===== src/rtl/mem_ctrl.sv =====
// mem_ctrl: arbitrates the single byte-wide RAM port between instruction
// fetch (IF) and load/store (MEM), serialising word/half/byte accesses into
// little-endian byte transfers.
//
// Ports:
//   clk, rst             clock (rising edge), synchronous active-high reset
//   if_req/if_addr       fetch request (held until if_done) and address
//   if_data/if_done      fetched word, one-cycle completion pulse
//   mem_req/mem_we       load/store request (held until mem_done), 1=store
//   mem_len/mem_addr     size (0=byte, 1=half, 2/3=word) and address
//   mem_wdata            store data, low N bytes used
//   mem_rdata/mem_done   zero-extended load data, one-cycle completion pulse
//   if_stall/mem_stall   req & ~done, combinational
//   ram_addr/ram_wr      RAM byte address and write enable
//   ram_dout/ram_din     byte to RAM / byte from RAM (one cycle read latency)
//   dbg_state            current FSM state (0=IDLE, 1=READ, 2=WRITE)
//
// Handshake: a request is accepted at the first rising edge seen in IDLE;
// the requester holds req until the matching done pulse and may change its
// address/data freely after acceptance because they are latched then.
module mem_ctrl #(
    parameter int RAM_ADDR_WIDTH = 17
) (
    input  logic                      clk,
    input  logic                      rst,
    input  logic                      if_req,
    input  logic [31:0]               if_addr,
    output logic [31:0]               if_data,
    output logic                      if_done,
    input  logic                      mem_req,
    input  logic                      mem_we,
    input  logic [1:0]                mem_len,
    input  logic [31:0]               mem_addr,
    input  logic [31:0]               mem_wdata,
    output logic [31:0]               mem_rdata,
    output logic                      mem_done,
    output logic                      if_stall,
    output logic                      mem_stall,
    output logic [RAM_ADDR_WIDTH-1:0] ram_addr,
    output logic                      ram_wr,
    output logic [7:0]                ram_dout,
    input  logic [7:0]                ram_din,
    output logic [1:0]                dbg_state
);

    typedef enum logic [1:0] {
        IDLE  = 2'd0,
        READ  = 2'd1,
        WRITE = 2'd2
    } state_t;

    state_t state, state_n;

    // step holds k while the next edge is E_k (E0 = acceptance edge)
    logic [2:0]  step, step_n;
    logic [2:0]  nbytes, nbytes_n;
    logic [31:0] addr_q, addr_n;
    logic [31:0] wdata_q, wdata_n;
    logic [31:0] rbuf, rbuf_n;
    logic        src_if, src_if_n;

    logic [RAM_ADDR_WIDTH-1:0] ram_addr_n;
    logic                      ram_wr_n;
    logic [7:0]                ram_dout_n;
    logic [31:0]               if_data_n, mem_rdata_n;
    logic                      if_done_n, mem_done_n;

    assign if_stall  = if_req & ~if_done;
    assign mem_stall = mem_req & ~mem_done;
    assign dbg_state = state;

    always_comb begin
        state_n     = state;
        step_n      = step;
        nbytes_n    = nbytes;
        addr_n      = addr_q;
        wdata_n     = wdata_q;
        rbuf_n      = rbuf;
        src_if_n    = src_if;
        ram_addr_n  = ram_addr;
        ram_wr_n    = 1'b0;
        ram_dout_n  = ram_dout;
        if_data_n   = if_data;
        mem_rdata_n = mem_rdata;
        if_done_n   = 1'b0;
        mem_done_n  = 1'b0;

        case (state)
            IDLE: begin
                // MEM has priority so loads/stores are not starved by fetch
                if (mem_req) begin
                    addr_n     = mem_addr;
                    wdata_n    = mem_wdata;
                    src_if_n   = 1'b0;
                    step_n     = 3'd1;
                    rbuf_n     = 32'd0;
                    ram_addr_n = RAM_ADDR_WIDTH'(mem_addr);
                    case (mem_len)
                        2'd0:    nbytes_n = 3'd1;
                        2'd1:    nbytes_n = 3'd2;
                        default: nbytes_n = 3'd4;
                    endcase
                    if (mem_we) begin
                        state_n    = WRITE;
                        ram_wr_n   = 1'b1;
                        ram_dout_n = mem_wdata[7:0];
                    end else begin
                        state_n = READ;
                    end
                end else if (if_req) begin
                    addr_n     = if_addr;
                    src_if_n   = 1'b1;
                    step_n     = 3'd1;
                    rbuf_n     = 32'd0;
                    nbytes_n   = 3'd4;
                    ram_addr_n = RAM_ADDR_WIDTH'(if_addr);
                    state_n    = READ;
                end
            end

            READ: begin
                step_n = step + 3'd1;
                if (step < nbytes) begin
                    ram_addr_n = RAM_ADDR_WIDTH'(addr_q + {29'd0, step});
                end
                // byte k-2 arrives on ram_din during the cycle before E_k
                if (step >= 3'd2) begin
                    rbuf_n[{step - 3'd2, 3'b000} +: 8] = ram_din;
                end
                if (step == nbytes + 3'd1) begin
                    state_n = IDLE;
                    if (src_if) begin
                        if_data_n = rbuf_n;
                        if_done_n = 1'b1;
                    end else begin
                        mem_rdata_n = rbuf_n;
                        mem_done_n  = 1'b1;
                    end
                end
            end

            WRITE: begin
                if (step < nbytes) begin
                    ram_wr_n   = 1'b1;
                    ram_addr_n = RAM_ADDR_WIDTH'(addr_q + {29'd0, step});
                    ram_dout_n = wdata_q[{step[1:0], 3'b000} +: 8];
                    step_n     = step + 3'd1;
                end else begin
                    state_n    = IDLE;
                    mem_done_n = 1'b1;
                end
            end

            default: state_n = IDLE;
        endcase
    end

    always_ff @(posedge clk) begin
        if (rst) begin
            state     <= IDLE;
            step      <= 3'd0;
            nbytes    <= 3'd0;
            addr_q    <= 32'd0;
            wdata_q   <= 32'd0;
            rbuf      <= 32'd0;
            src_if    <= 1'b0;
            ram_addr  <= '0;
            ram_wr    <= 1'b0;
            ram_dout  <= 8'd0;
            if_data   <= 32'd0;
            mem_rdata <= 32'd0;
            if_done   <= 1'b0;
            mem_done  <= 1'b0;
        end else begin
            state     <= state_n;
            step      <= step_n;
            nbytes    <= nbytes_n;
            addr_q    <= addr_n;
            wdata_q   <= wdata_n;
            rbuf      <= rbuf_n;
            src_if    <= src_if_n;
            ram_addr  <= ram_addr_n;
            ram_wr    <= ram_wr_n;
            ram_dout  <= ram_dout_n;
            if_data   <= if_data_n;
            mem_rdata <= mem_rdata_n;
            if_done   <= if_done_n;
            mem_done  <= mem_done_n;
        end
    end

endmodule

===== config.mk =====
export PLATFORM = sky130hd
export DESIGN_NAME = mem_ctrl
export DESIGN_NICKNAME = d
export VERILOG_FILES = /design/src/rtl/mem_ctrl.sv
export SDC_FILE = /design/constraint.sdc
export NUM_CORES = 1
export LEC_CHECK = 0
export ABC_AREA = 1
export CAP_MARGIN = 20
export CELL_PAD_IN_SITES_DETAIL_PLACEMENT = 0
export CELL_PAD_IN_SITES_GLOBAL_PLACEMENT = 2
export CORE_ASPECT_RATIO = 0.6
export CORE_MARGIN = 4
export CORE_UTILIZATION = 29
export CTS_BUF_LIST = sky130_fd_sc_hd__clkbuf_16
export CTS_CLUSTER_DIAMETER = 40
export DETAILED_ROUTE_END_ITERATION = 16
export HOLD_SLACK_MARGIN = 0.02
export PLACE_DENSITY = 0.95
export SYNTH_ARGS = -nofsm -noshare
export SYNTH_HDL_FRONTEND = slang
export SYNTH_SLANG_ARGS = --single-unit

===== constraint.sdc =====
create_clock -name clk -period 5.57 [get_ports clk]
set_input_delay 1.114 -clock clk [delete_from_list [all_inputs] [get_ports clk]]
set_output_delay 1.114 -clock clk [all_outputs]
set_load 0.005 [all_outputs]

==> results.sh <==
export IMPL_vias=8213
export IMPL_htreeDepth=4
export IMPL_worst_ir_drop_vdd_v=0.000202
export IMPL_critical_path_endpoint_type="primary output"
export IMPL_cts_root_buffer="clkbuf_16"
export IMPL_worst_setup_path_endpoint="mem_stall"
export IMPL_setup_repair_after_global_routing_missed_its_margin="no"
export IMPL_synthArstFlopShare_pct=0
export IMPL_layout_cells_non_filler=1743
export IMPL_slowest_delay_ns=0.54
export IMPL_synthesis_area_sq_mm=0.00844
export IMPL_critPathLaunch="mem_req"
export IMPL_path_buf_inv=3
export IMPL_critical_path_top_cell_by_count="clkdlybuf4s50_1"
export IMPL_gr_max_usage_layer="met1"
export IMPL_synth_top_cells_by_count="372 x nand2_1, 182 x dfxtp_1, 168 x a21oi_1, 113 x o21ai_0, 98 x nor2_1"
export IMPL_wirelength_microns=27500
export IMPL_n_fill_cell=3041
export IMPL_layout_core_utilization_pct=38.6
export IMPL_grt_antenna_before_repair=0
export IMPL_placement_cell_area_sq_mm=0.0104
export IMPL_grtUsageMet3_pct=4.84
export IMPL_timing_critical_path_cells="clkdlybuf4s50_1 > inv_2 > nor2_1 > clkdlybuf4s50_1"
export IMPL_synth_seq_area_share_pct=43.2
export IMPL_synth_cell_types=34
export IMPL_placed_cells_incl_taps=1707
export IMPL_synth_fa_ha_area_share_pct=3.05
export IMPL_die_height_microns=140
export IMPL_post_drt_wl_per_cell_microns=15.8
export IMPL_timing_max_transition_violations_final=0
export IMPL_leakage_nw=4.22
export IMPL_yosys_top_cells_area="dfxtp_1 43%, nand2_1 17%, a21oi_1 10%"
export IMPL_clkLatencyLatePin_ns=0.45
export IMPL_grt_pass1_wl_microns=43400
export IMPL_min_period_over_period_pct=64.4
export IMPL_drive_above_1_share_pct=5.12
export IMPL_dieWidth_microns=228
export IMPL_synth_top_family_by_area="simple AND/OR/NAND/NOR gates"
export IMPL_timing_max_cap_violations=0
export IMPL_first_global_vias=7873
export IMPL_cts_buffer_depth=2
export IMPL_required_ns=4.46
export IMPL_route_antenna_remaining_nets=0
export IMPL_start_util_pct=29.4
export IMPL_groute_layer_met1_usage_pct=25.1
export IMPL_synth_simple_gate_area_share_pct=25.5
export IMPL_cts_tree="yes"
export IMPL_drc=0
export IMPL_detail_route_iter0_violations=558
export IMPL_largest_net_degree_at_the_start_of_global_routing=90
export IMPL_syn_inst_count=1211
export IMPL_post_cts_resized_instances=0
export IMPL_clock_skew_final_ns=0.0147
export IMPL_synth_top_area_share_pct=43.2
export IMPL_criticalPathCategory="in2out"
export IMPL_residual_overflow_from_global_routing=0
export IMPL_slowest_stage="clkdlybuf4s50_1"
export IMPL_power_per_cell_area_mw_per_mm2=443
export IMPL_yosys_register_bits=182
export IMPL_row_count=48
export IMPL_hold_buffers=0
export IMPL_core_region_area_sq_mm=0.0287
export IMPL_cts_repair_timing_setup_buffer_count=0
export IMPL_crit_arrival_ns=2.47
export IMPL_startpoint_type_of_the_worst_setup_path="input pin"
export IMPL_r2r_start="step[0]"
export IMPL_setup_viol_count_final=0
export IMPL_holdCritPathClass="reg2reg"
export IMPL_r2r_setup_slack_ns=2.38
export IMPL_vias_per_cell=4.71
export IMPL_cts_sinks=182
export IMPL_area_delta_synth_final_pct=31.3
export IMPL_yosys_most_used_dff="dfxtp_1"
export IMPL_syn_nets=1342
export IMPL_synthesis_warnings=0
export IMPL_synth_top_cell_by_area="dfxtp_1"
export IMPL_max_slew_margin_rel_pct=35.6
export IMPL_count_of_tritonroute_iterations_in_the_first_routing_pass=5
export IMPL_cts_buffers_inserted=17
export IMPL_hold_violations=0
export IMPL_design_die_area_sq_mm=0.0320
export IMPL_count_of_input_and_output_buffers=176
export IMPL_worst_r2r_cell_count=11
export IMPL_grtUsageMet2_pct=24.3
export IMPL_timing_critical_path_fanout_max=11
export IMPL_synth_area_in_compound_gates_pct=18.8
export IMPL_critPathTopFamily="buffers and inverters"
export IMPL_gp_routability_congestion=0.826
export IMPL_synth_area_per_inst_sq_um=6.97
export IMPL_post_synth_mux_area_share_pct=1.07
export IMPL_design_portCount=207
export IMPL_worst_r2r_endpoint="mem_rdata[4]"
export IMPL_worstMarginPinSlew_ns=0.965
export IMPL_globalRouteTotalUtil_pct=17.0
export IMPL_cts_reportedPaths_clkPinSlew_ns=0.07
export IMPL_post_synthesis_share_of_cell_area_spent_on_xor_and_xnor_gates_pct=0.726
export IMPL_stdcell_area_sq_mm=0.0111
export IMPL_synth_edf_count=0
export IMPL_finalWorstPathRequiredPeriod_ns=3.59
export IMPL_timing_fmax_mhz=279
export IMPL_dp_final_hpwl_microns=19300
export IMPL_status="finished clean"
export IMPL_totalNegativeSetupSlack_ns=0
export IMPL_final_hold_worst_slack_ns=0.455
export IMPL_post_synth_top_count_cell="nand2_1"
export IMPL_critical_path_cell_count=4
export IMPL_num_nets_final=1484
cell type report:
cell class	count	area (sq um)	area share, %
Clock buffer	17	425	3.84
Tap cell	375	469	4.23
Multi-Input combinational cell	874	4150	37.4
Sequential cell	182	3640	32.9
Antenna cell	2	5.00	0.0452
Clock inverter	15	153	1.38
Inverter	87	329	2.97
Timing Repair Buffer	191	1910	17.2
cell families after synthesis:
family / count (synthesis)
AO/OA/AOI/OAI: 307
XOR/XNOR: 7
adder cells (fa/ha/maj): 20
buffers and inverters: 155
flip-flops: 182
multiplexers: 9
AND/OR/NAND/NOR: 531
routing by layer:
layer / wire, microns / vias up
met2: 11200 / 183
met3: 1610 / 21
met5: 0 / -
li1: - / 4222
met1: 14400 / 3787
met4: 336 / 0
through the flow:
stage | worst slack (ns) | total power [mW]
CTS | 1.95 | 4.90
detailed placement | 1.92 | 3.64
floorplan | 3.19 | 2.98
global route | 1.94 | 5.30
finish | 1.98 | 4.91
global placement | 1.94 | 3.62
tightest hold or removal path, stage by stage, from the launching register on:
cell,delay (ns)
dfxtp_1,0.30
inv_1,0.06
a21oi_1,0.05
worst min-delay path by stage:
stage	from	depth (start not counted)	slack (ns)	to
floorplan	wdata_q[10]	2	0.43	wdata_q[10]
global placement	wdata_q[11]	2	0.44	wdata_q[11]
detailed placement	wdata_q[14]	2	0.45	wdata_q[14]
CTS	wdata_q[14]	2	0.46	wdata_q[14]
global route	wdata_q[11]	2	0.48	wdata_q[11]
finish	wdata_q[14]	2	0.46	wdata_q[14]
cell usage in the layout, fill, tap and decap left out, types with 7 or more instances in the layout:
master,instances
o21a_1,8
ha_1,19
o21ai_0,113
clkbuf_16,17
nand4_1,21
clkdlybuf4s50_1,175
nand2_1,372
buf_4,14
dfxtp_1,182
inv_1,78
o21ai_1,8
nand3_1,20
mux2i_1,9
a211oi_1,7
nor2_1,97
a21oi_1,168
state kept, by name (all words and copies together), names as in the netlist:
register / cells
mem_done: 1
ram_addr: 17
addr_q: 17
if_data: 32
dbg_state: 2
if_done: 1
src_if: 1
nbytes: 3
mem_rdata: 32
ram_dout: 8
ram_wr: 1
rbuf: 32
step: 3
wdata_q: 32
power by group:
group / leakage, nW / internal, mW / switching [mW]
logic: 2.46 / 0.727 / 1.31
registers: 1.48 / 1.51 / 0.126
clock network: 0.276 / 0.663 / 0.570
total: 4.22 / 2.90 / 2.01
Note: power is estimated with default switching activity, not from simulation.
